--- src/rtl/neopixel_rx.sv ---
// NeoPixel (WS2812-style) single-wire receiver: decodes pulse-width bits into pixel words and writes them over Avalon-MM.
// Optional macro NEOPIXEL_RX_FORWARD_EN regenerates the serial stream on oDOUT while passing surplus pixels downstream.
module neopixel_rx #(
    parameter int unsigned pFIFO_DEPTH    = 8,
    parameter logic [31:0] pSTART_ADDRESS = 32'h0
) (
    input  logic        iCLOCK,
    input  logic        iRESET,
    input  logic [3:0]  iCSR_ADDRESS,
    input  logic        iCSR_READ,
    output logic [31:0] oCSR_READ_DATA,
    input  logic        iCSR_WRITE,
    input  logic [31:0] iCSR_WRITE_DATA,
    output logic [31:0] oDATA_ADDRESS,
    output logic        oDATA_WRITE,
    output logic [31:0] oDATA_WRITE_DATA,
    input  logic        iDATA_WAIT_REQUEST,
    output logic        oIRQ,
    input  logic        iDIN,
    output logic        oDOUT
);

    localparam int unsigned PTR_W = (pFIFO_DEPTH > 1) ? $clog2(pFIFO_DEPTH) : 1;
    localparam int unsigned CNT_W = PTR_W + 1;

    typedef enum logic [2:0] {
        ST_IDLE    = 3'd0,
        ST_SYNC    = 3'd1,
        ST_RECEIVE = 3'd2,
        ST_PASS    = 3'd3,
        ST_FLUSH   = 3'd4
    } state_e;

    state_e      state_q;
    logic        sync1_q, sync2_q, prev_q;
    logic [15:0] high_q, low_q;
    logic [15:0] thresh_q, tmin_q, treset_q;
    logic [31:0] start_addr_q;
    logic [14:0] max_px_q, pixels_q;
    logic [4:0]  bit_cfg_q, bit_cnt_q;
    logic [30:0] shift_q;
    logic        overrun_q, partial_q, irq_q;
    logic [31:0] addr_q, wdata_q, rdata_q;
    logic        wr_q;

    logic [31:0]      fifo_mem [pFIFO_DEPTH];
    logic [PTR_W-1:0] wr_ptr_q, rd_ptr_q;
    logic [CNT_W-1:0] count_q;

    logic        rise, fall, frame_end, is_idle, busy, csr_wr0;
    logic        bit_val, bit_take, push, push_ok, pop, fifo_full, fifo_empty;
    logic [31:0] shift_d, word_d;
    logic [14:0] pixels_d;

    assign rise      = sync2_q & ~prev_q;
    assign fall      = ~sync2_q & prev_q;
    // Low time is only counted while low, so also require the line to still be low.
    assign frame_end = ~sync2_q && (low_q == treset_q);
    assign is_idle   = (state_q == ST_IDLE);
    assign busy      = ~is_idle;
    assign csr_wr0   = iCSR_WRITE && (iCSR_ADDRESS == 4'd0);

    assign bit_val   = (high_q > thresh_q);
    assign shift_d   = {shift_q, bit_val};
    assign word_d    = shift_d & ~(32'hFFFF_FFFE << bit_cfg_q);
    assign bit_take  = (state_q == ST_RECEIVE) && !frame_end && fall && (high_q >= tmin_q);
    assign push      = bit_take && (bit_cnt_q == bit_cfg_q);
    assign fifo_full  = (count_q == CNT_W'(pFIFO_DEPTH));
    assign fifo_empty = (count_q == '0);
    assign pop       = wr_q & ~iDATA_WAIT_REQUEST;
    assign push_ok   = push && (!fifo_full || pop);
    assign pixels_d  = pixels_q + 15'd1;

    assign oCSR_READ_DATA   = rdata_q;
    assign oDATA_ADDRESS    = addr_q;
    assign oDATA_WRITE      = wr_q;
    assign oDATA_WRITE_DATA = wdata_q;
    assign oIRQ             = irq_q;

    // Input synchronizer, edge history and pulse-width counters.
    always_ff @(posedge iCLOCK) begin
        if (iRESET) begin
            sync1_q <= 1'b0;
            sync2_q <= 1'b0;
            prev_q  <= 1'b0;
            high_q  <= '0;
            low_q   <= '0;
        end else begin
            sync1_q <= iDIN;
            sync2_q <= sync1_q;
            prev_q  <= sync2_q;
            if (rise)
                high_q <= '0;
            else if (sync2_q && high_q != 16'hFFFF)
                high_q <= high_q + 16'd1;
            if (fall)
                low_q <= '0;
            else if (!sync2_q && low_q != 16'hFFFF)
                low_q <= low_q + 16'd1;
        end
    end

    // Control FSM with CSR configuration and status flags.
    always_ff @(posedge iCLOCK) begin
        if (iRESET) begin
            state_q      <= ST_IDLE;
            thresh_q     <= '0;
            tmin_q       <= '0;
            treset_q     <= '0;
            start_addr_q <= pSTART_ADDRESS;
            max_px_q     <= '0;
            bit_cfg_q    <= '0;
            pixels_q     <= '0;
            bit_cnt_q    <= '0;
            shift_q      <= '0;
            overrun_q    <= 1'b0;
            partial_q    <= 1'b0;
            irq_q        <= 1'b0;
        end else begin
            if (iCSR_WRITE && is_idle) begin
                case (iCSR_ADDRESS)
                    4'd1:    thresh_q     <= iCSR_WRITE_DATA[15:0];
                    4'd2:    tmin_q       <= iCSR_WRITE_DATA[15:0];
                    4'd3:    treset_q     <= iCSR_WRITE_DATA[15:0];
                    4'd4:    start_addr_q <= iCSR_WRITE_DATA;
                    default: ;
                endcase
            end
            if (csr_wr0) begin
                irq_q     <= 1'b0;
                overrun_q <= 1'b0;
                partial_q <= 1'b0;
            end
            case (state_q)
                ST_IDLE: begin
                    if (csr_wr0) begin
                        max_px_q  <= iCSR_WRITE_DATA[30:16];
                        bit_cfg_q <= iCSR_WRITE_DATA[4:0];
                        if (iCSR_WRITE_DATA[31]) begin
                            state_q   <= ST_SYNC;
                            pixels_q  <= '0;
                            bit_cnt_q <= '0;
                        end
                    end
                end
                ST_SYNC: begin
                    if (frame_end)
                        state_q <= ST_RECEIVE;
                end
                ST_RECEIVE: begin
                    if (frame_end) begin
                        if (bit_cnt_q != '0)
                            partial_q <= 1'b1;
                        state_q <= ST_FLUSH;
                    end else if (bit_take) begin
                        shift_q <= shift_d[30:0];
                        if (push) begin
                            bit_cnt_q <= '0;
                            if (push_ok) begin
                                pixels_q <= pixels_d;
                                if (max_px_q != '0 && pixels_d == max_px_q)
                                    state_q <= ST_PASS;
                            end else begin
                                overrun_q <= 1'b1;
                            end
                        end else begin
                            bit_cnt_q <= bit_cnt_q + 5'd1;
                        end
                    end
                end
                ST_PASS: begin
                    if (frame_end)
                        state_q <= ST_FLUSH;
                end
                ST_FLUSH: begin
                    if (fifo_empty && !wr_q) begin
                        state_q <= ST_IDLE;
                        irq_q   <= 1'b1;
                    end
                end
                default: state_q <= ST_IDLE;
            endcase
        end
    end

    // Pixel-word FIFO between decoder and write master.
    always_ff @(posedge iCLOCK) begin
        if (push_ok)
            fifo_mem[wr_ptr_q] <= word_d;
    end

    always_ff @(posedge iCLOCK) begin
        if (iRESET) begin
            wr_ptr_q <= '0;
            rd_ptr_q <= '0;
            count_q  <= '0;
        end else begin
            if (push_ok)
                wr_ptr_q <= wr_ptr_q + PTR_W'(1);
            if (pop)
                rd_ptr_q <= rd_ptr_q + PTR_W'(1);
            if (push_ok && !pop)
                count_q <= count_q + CNT_W'(1);
            else if (!push_ok && pop)
                count_q <= count_q - CNT_W'(1);
        end
    end

    // Avalon-MM write master: one outstanding write, address/data held until accepted.
    always_ff @(posedge iCLOCK) begin
        if (iRESET) begin
            addr_q  <= '0;
            wdata_q <= '0;
            wr_q    <= 1'b0;
        end else begin
            if (is_idle && csr_wr0 && iCSR_WRITE_DATA[31])
                addr_q <= start_addr_q;
            else if (pop)
                addr_q <= addr_q + 32'd4;
            if (!wr_q && !fifo_empty) begin
                wr_q    <= 1'b1;
                wdata_q <= fifo_mem[rd_ptr_q];
            end else if (pop) begin
                wr_q <= 1'b0;
            end
        end
    end

    // CSR read port, data valid the cycle after the strobe.
    always_ff @(posedge iCLOCK) begin
        if (iRESET) begin
            rdata_q <= '0;
        end else if (iCSR_READ) begin
            case (iCSR_ADDRESS)
                4'd0:    rdata_q <= {busy, pixels_q, 9'd0, partial_q, overrun_q, bit_cfg_q};
                4'd1:    rdata_q <= {16'd0, thresh_q};
                4'd2:    rdata_q <= {16'd0, tmin_q};
                4'd3:    rdata_q <= {16'd0, treset_q};
                4'd4:    rdata_q <= start_addr_q;
                4'd7:    rdata_q <= {29'd0, state_q};
                default: rdata_q <= '0;
            endcase
        end else begin
            rdata_q <= '0;
        end
    end

`ifdef NEOPIXEL_RX_FORWARD_EN
    logic dout_q;

    // Registering sync1 keeps the forwarded line aligned with the synchronized input.
    always_ff @(posedge iCLOCK) begin
        if (iRESET)
            dout_q <= 1'b0;
        else
            dout_q <= (state_q == ST_PASS) && sync1_q;
    end

    assign oDOUT = dout_q;
`else
    assign oDOUT = 1'b0;
`endif

endmodule

--- config.mk ---
export PLATFORM = sky130hd
export DESIGN_NAME = neopixel_rx
export DESIGN_NICKNAME = d
export VERILOG_FILES = /design/src/rtl/neopixel_rx.sv
export SDC_FILE = /design/constraint.sdc
export NUM_CORES = 1
export LEC_CHECK = 0
export BUFFER_PORTS_ARGS = -buffer_cell sky130_fd_sc_hd__buf_2
export CAP_MARGIN = 0
export CORE_MARGIN = 2
export CORE_UTILIZATION = 30
export CTS_BUF_LIST = sky130_fd_sc_hd__clkbuf_4
export DETAILED_ROUTE_END_ITERATION = 6
export GPL_TIMING_DRIVEN = 0
export PLACE_DENSITY = 0.51
export SETUP_SLACK_MARGIN = 0.4
export SYNTH_ARGS = -nofsm -noshare
export SYNTH_HDL_FRONTEND = slang
export SYNTH_SLANG_ARGS = --single-unit
--- constraint.sdc ---
create_clock -name iCLOCK -period 5.65 [get_ports iCLOCK]
set_clock_uncertainty 0.15 [all_clocks]
set_input_delay 0.565 -clock iCLOCK [delete_from_list [all_inputs] [get_ports iCLOCK]]
set_output_delay 0.565 -clock iCLOCK [all_outputs]
set_load 0.05 [all_outputs]
==> impl_metrics.toml <==
[outcome]
status = "finished, violations left"
violations = "design-rule violations"

[floorplan]
coreArea_um2 = 78600
rows = 103
die_w_um = 285
ioPinCount = 141
initial_utilization_pct = 30.1
die-area_um2 = 81300
die_h_um = 285

[routing]
route.met2.wl_mm = 33.0
routedWlPerCell_um = 19.0
wl_met1_mm = 30.5
antenna_left = 0
vias = 17800
wirelength_mm = 68.9
post-route-drc-count = 5
wl_met3_mm = 3.73
via_per_inst = 4.89
initialDrtViolationCount = 1077
highest-signal-layer = "met5"
drtPass1Iterations = 7

[yosys]
syn_area_um2 = 23700
synth_flop_cell = "dfxtp_1"
ys_async_sr_fraction_pct = 0
synthCells = 2098
synth.distinct_cells = 76
yosysSeqAreaShare_pct = 57.7
synth_seq_cells = 555
synth_nets = 2184
yosys-top-cells-area = "edfxtp_1, dfxtp_1, mux4_2, nand2_1, nor2_1"
avgSynthCellArea_um2 = 11.3
synth-edff-count = 256
yosys_warnings = 0
synth_top_area_share_pct = 32.4
synth_top_area_cell = "edfxtp_1"

[layout]
stdcell_count = 3627
drive_gt1_share_pct = 20.6
finalNetCount = 2545
layout_commonest_cell = "dfxtp_1"
layout_common_cells = "dfxtp_1, nand2_1, edfxtp_1"
nFillCells = 7920
area_growth_pct = 20.0

[sta]
fmax_mhz = 221
finalCritPeriodShare_pct = 80.0
rsz0062_at_grt = "false"
slew_headroom_pct = 26.2
worst_pin_slew_ns = 1.10
slew_viol_final = 0
fin_crit_ns = 4.52
setup_violations = 0
final_hold_viol_count = 0

[run]
maxCapViolCount = 0

[global_routing]
grt_max_degree = 21
antenna_found_initial = 4
grt-ovfl-total = 0
grt_pass1_wl_mm = 106
grt_usage_pct = 16.9
grt_pass1_vias = 18000

[clock_tree]
clk_pin_slew_worst_paths_ns = 0.06
cts_root_buf = "clkbuf_4"
clock-sinks = 555
clock_path_buffers = 3
cts_made_buffers = 150
htreeDepth = 4
cts_tree = "built"
clk_latency_ns = 0.98

[pwr]
p_int_w = 0.00662
p_clk_share_pct = 39.3
p_sw_w = 0.00272
switching_share_pct = 29.1
seqPwrFrac_pct = 47.0
total_power_w = 0.00934
max-vdd-ir-drop_mv = 0.192
power_leakage_nw = 10.5
powerDensity_nw_per_um2 = 329
combPwrFrac_pct = 13.6

[placed_design]
dp.cells = 3317
io_buffers = 135
hpwl_mm = 50.0
gp_congestion = 0.897

[critical_path]
crit_fanout = 10
crit_type = "flip-flop to flip-flop"
required_ns = 6.17
crit_path_end_kind = "flip-flop"
rr_worst_depth = 13
cp.arrival_ns = 5.04
start_kind = "flip-flop"

[hold_path]
whs_path_depth = 5
min_path_type = "input pin to flip-flop"
## sequential cells by signal (all words and copies together), names as in the netlist, 3 cells and up
name              flops
shift_q              31
oDATA_WRITE_DATA     32
fifo_mem            256
tmin_q               16
low_q                16
high_q               16
thresh_q             16
bit_cfg_q             5
max_px_q             15
start_addr_q         32
treset_q             16
rd_ptr_q              3
wr_ptr_q              3
count_q               4
oCSR_READ_DATA       32
state_q               3
oDATA_ADDRESS        32
pixels_q             15
bit_cnt_q             5
## kinds of logic (layout without fill, tap and decap cells)
family / count (synthesis) / count (layout) / synth area share (%)
adders and majority gates: 44 / 44 / 2.35
other: 1 / 7 / 0.0158
AOI/OAI and AO/OA: 366 / 366 / 10.2
DFF: 555 / 555 / 57.7
buffers and inverters: 197 / 670 / 3.28
xor gates and xnor gates: 95 / 95 / 3.51
and+or+nand+nor: 699 / 699 / 13.4
muxes: 141 / 141 / 9.54
## final timing paths
check,startpoint,endpoint,slack [ns]
max,oDATA_WRITE,fifo_mem[5][14],1.13
min,iCSR_ADDRESS[0],oCSR_READ_DATA[0],0.13
max reg2reg,oDATA_WRITE,fifo_mem[5][14],1.13
min reg2reg,thresh_q[12],thresh_q[12],0.31
## Yosys cell counts, drive strengths merged (4+ instances only)
| master | number |
|---|---|
| a22oi | 28 |
| nor3 | 19 |
| xor2 | 42 |
| xnor2 | 53 |
| inv | 55 |
| clkbuf | 114 |
| nor3b | 6 |
| and2 | 9 |
| a21boi | 5 |
| ha | 43 |
| o21a | 5 |
| nor2b | 20 |
| and3 | 21 |
| edfxtp | 256 |
| nand4 | 33 |
| and4 | 11 |
| nand3 | 66 |
| a21o | 10 |
| a22o | 11 |
| dfxtp | 299 |
| mux4 | 68 |
| a41oi | 8 |
| nand2b | 4 |
| buf | 26 |
| nor4 | 11 |
| nand2 | 269 |
| a311oi | 17 |
| o21ai | 40 |
| a31oi | 10 |
| a211oi | 60 |
| a21oi | 141 |
| mux2i | 73 |
| or3 | 15 |
| nor2 | 206 |
## routing by layer
| layer | track usage (%) | vias to the layer above |
|---|---|---|
| li1 | - | 8458 |
| met1 | 21.7 | 8616 |
| met2 | 28.0 | 562 |
| met3 | 3.46 | 115 |
| met4 | 6.47 | 2 |
| met5 | 0 | - |
## worst max-delay path, stage by stage, from the launching register on
cell and delay (ns):
dfxtp_1 0.53, nor2b_1 0.17, clkbuf_1 0.32, clkinv_1 0.52, nand3_1 0.31, and2_1 0.21, nand4_4 0.18, inv_2 0.12
buf_6 0.14, buf_6 0.16, nand2_2 0.12, nor3b_2 0.77, buf_4 0.35, buf_6 0.17
## layout make-up
cell class                 count  area [um^2]  share of cell area [%]
timing repair buffer         209         1400                    4.92
antenna                        6         15.0                  0.0528
sequential                   555        13700                    48.1
buffer                       140          564                    1.98
multi-input combinational   1346         9300                    32.7
inverter                      57          214                   0.752
clock buffer                 236         1770                    6.23
tap                         1050         1310                    4.62
clock inverter                28          186                   0.656
## power by group through the flow
stage          clock [W]  combinational, W  sequential (W)
3_3_place_gp           0           0.00127         0.00448
5_1_grt          0.00400           0.00139         0.00441
6_report         0.00367           0.00127         0.00439
4_1_cts          0.00379           0.00130         0.00439
2_1_floorplan          0          0.000516         0.00483
3_5_place_dp           0           0.00128         0.00448
## per-stage QoR
stage | worst slack, ns | hold slack (ns) | TNS, ns | cell area [um^2] | util [%]
finish | 1.13 | 0.134 | 0 | 28400 | 36.2
global route | 0.808 | 0.160 | 0 | 28400 | 36.2
CTS | 1.10 | 0.0551 | 0 | 28400 | 36.2
detailed placement | 1.04 | 0.295 | 0 | 26100 | 33.2
global placement | -5.12 | 0.283 | -837.84 | 25700 | 32.7
floorplan | -0.293 | 0.264 | -18.75 | 23700 | -
## timing repair
item,in CTS,in global routing
hold endpoints to repair,116,0
resized for setup,0,0
buffers inserted,0,0
setup endpoints to repair,0,0
hold buffers,40,0
(Power assumes the default switching activity.)
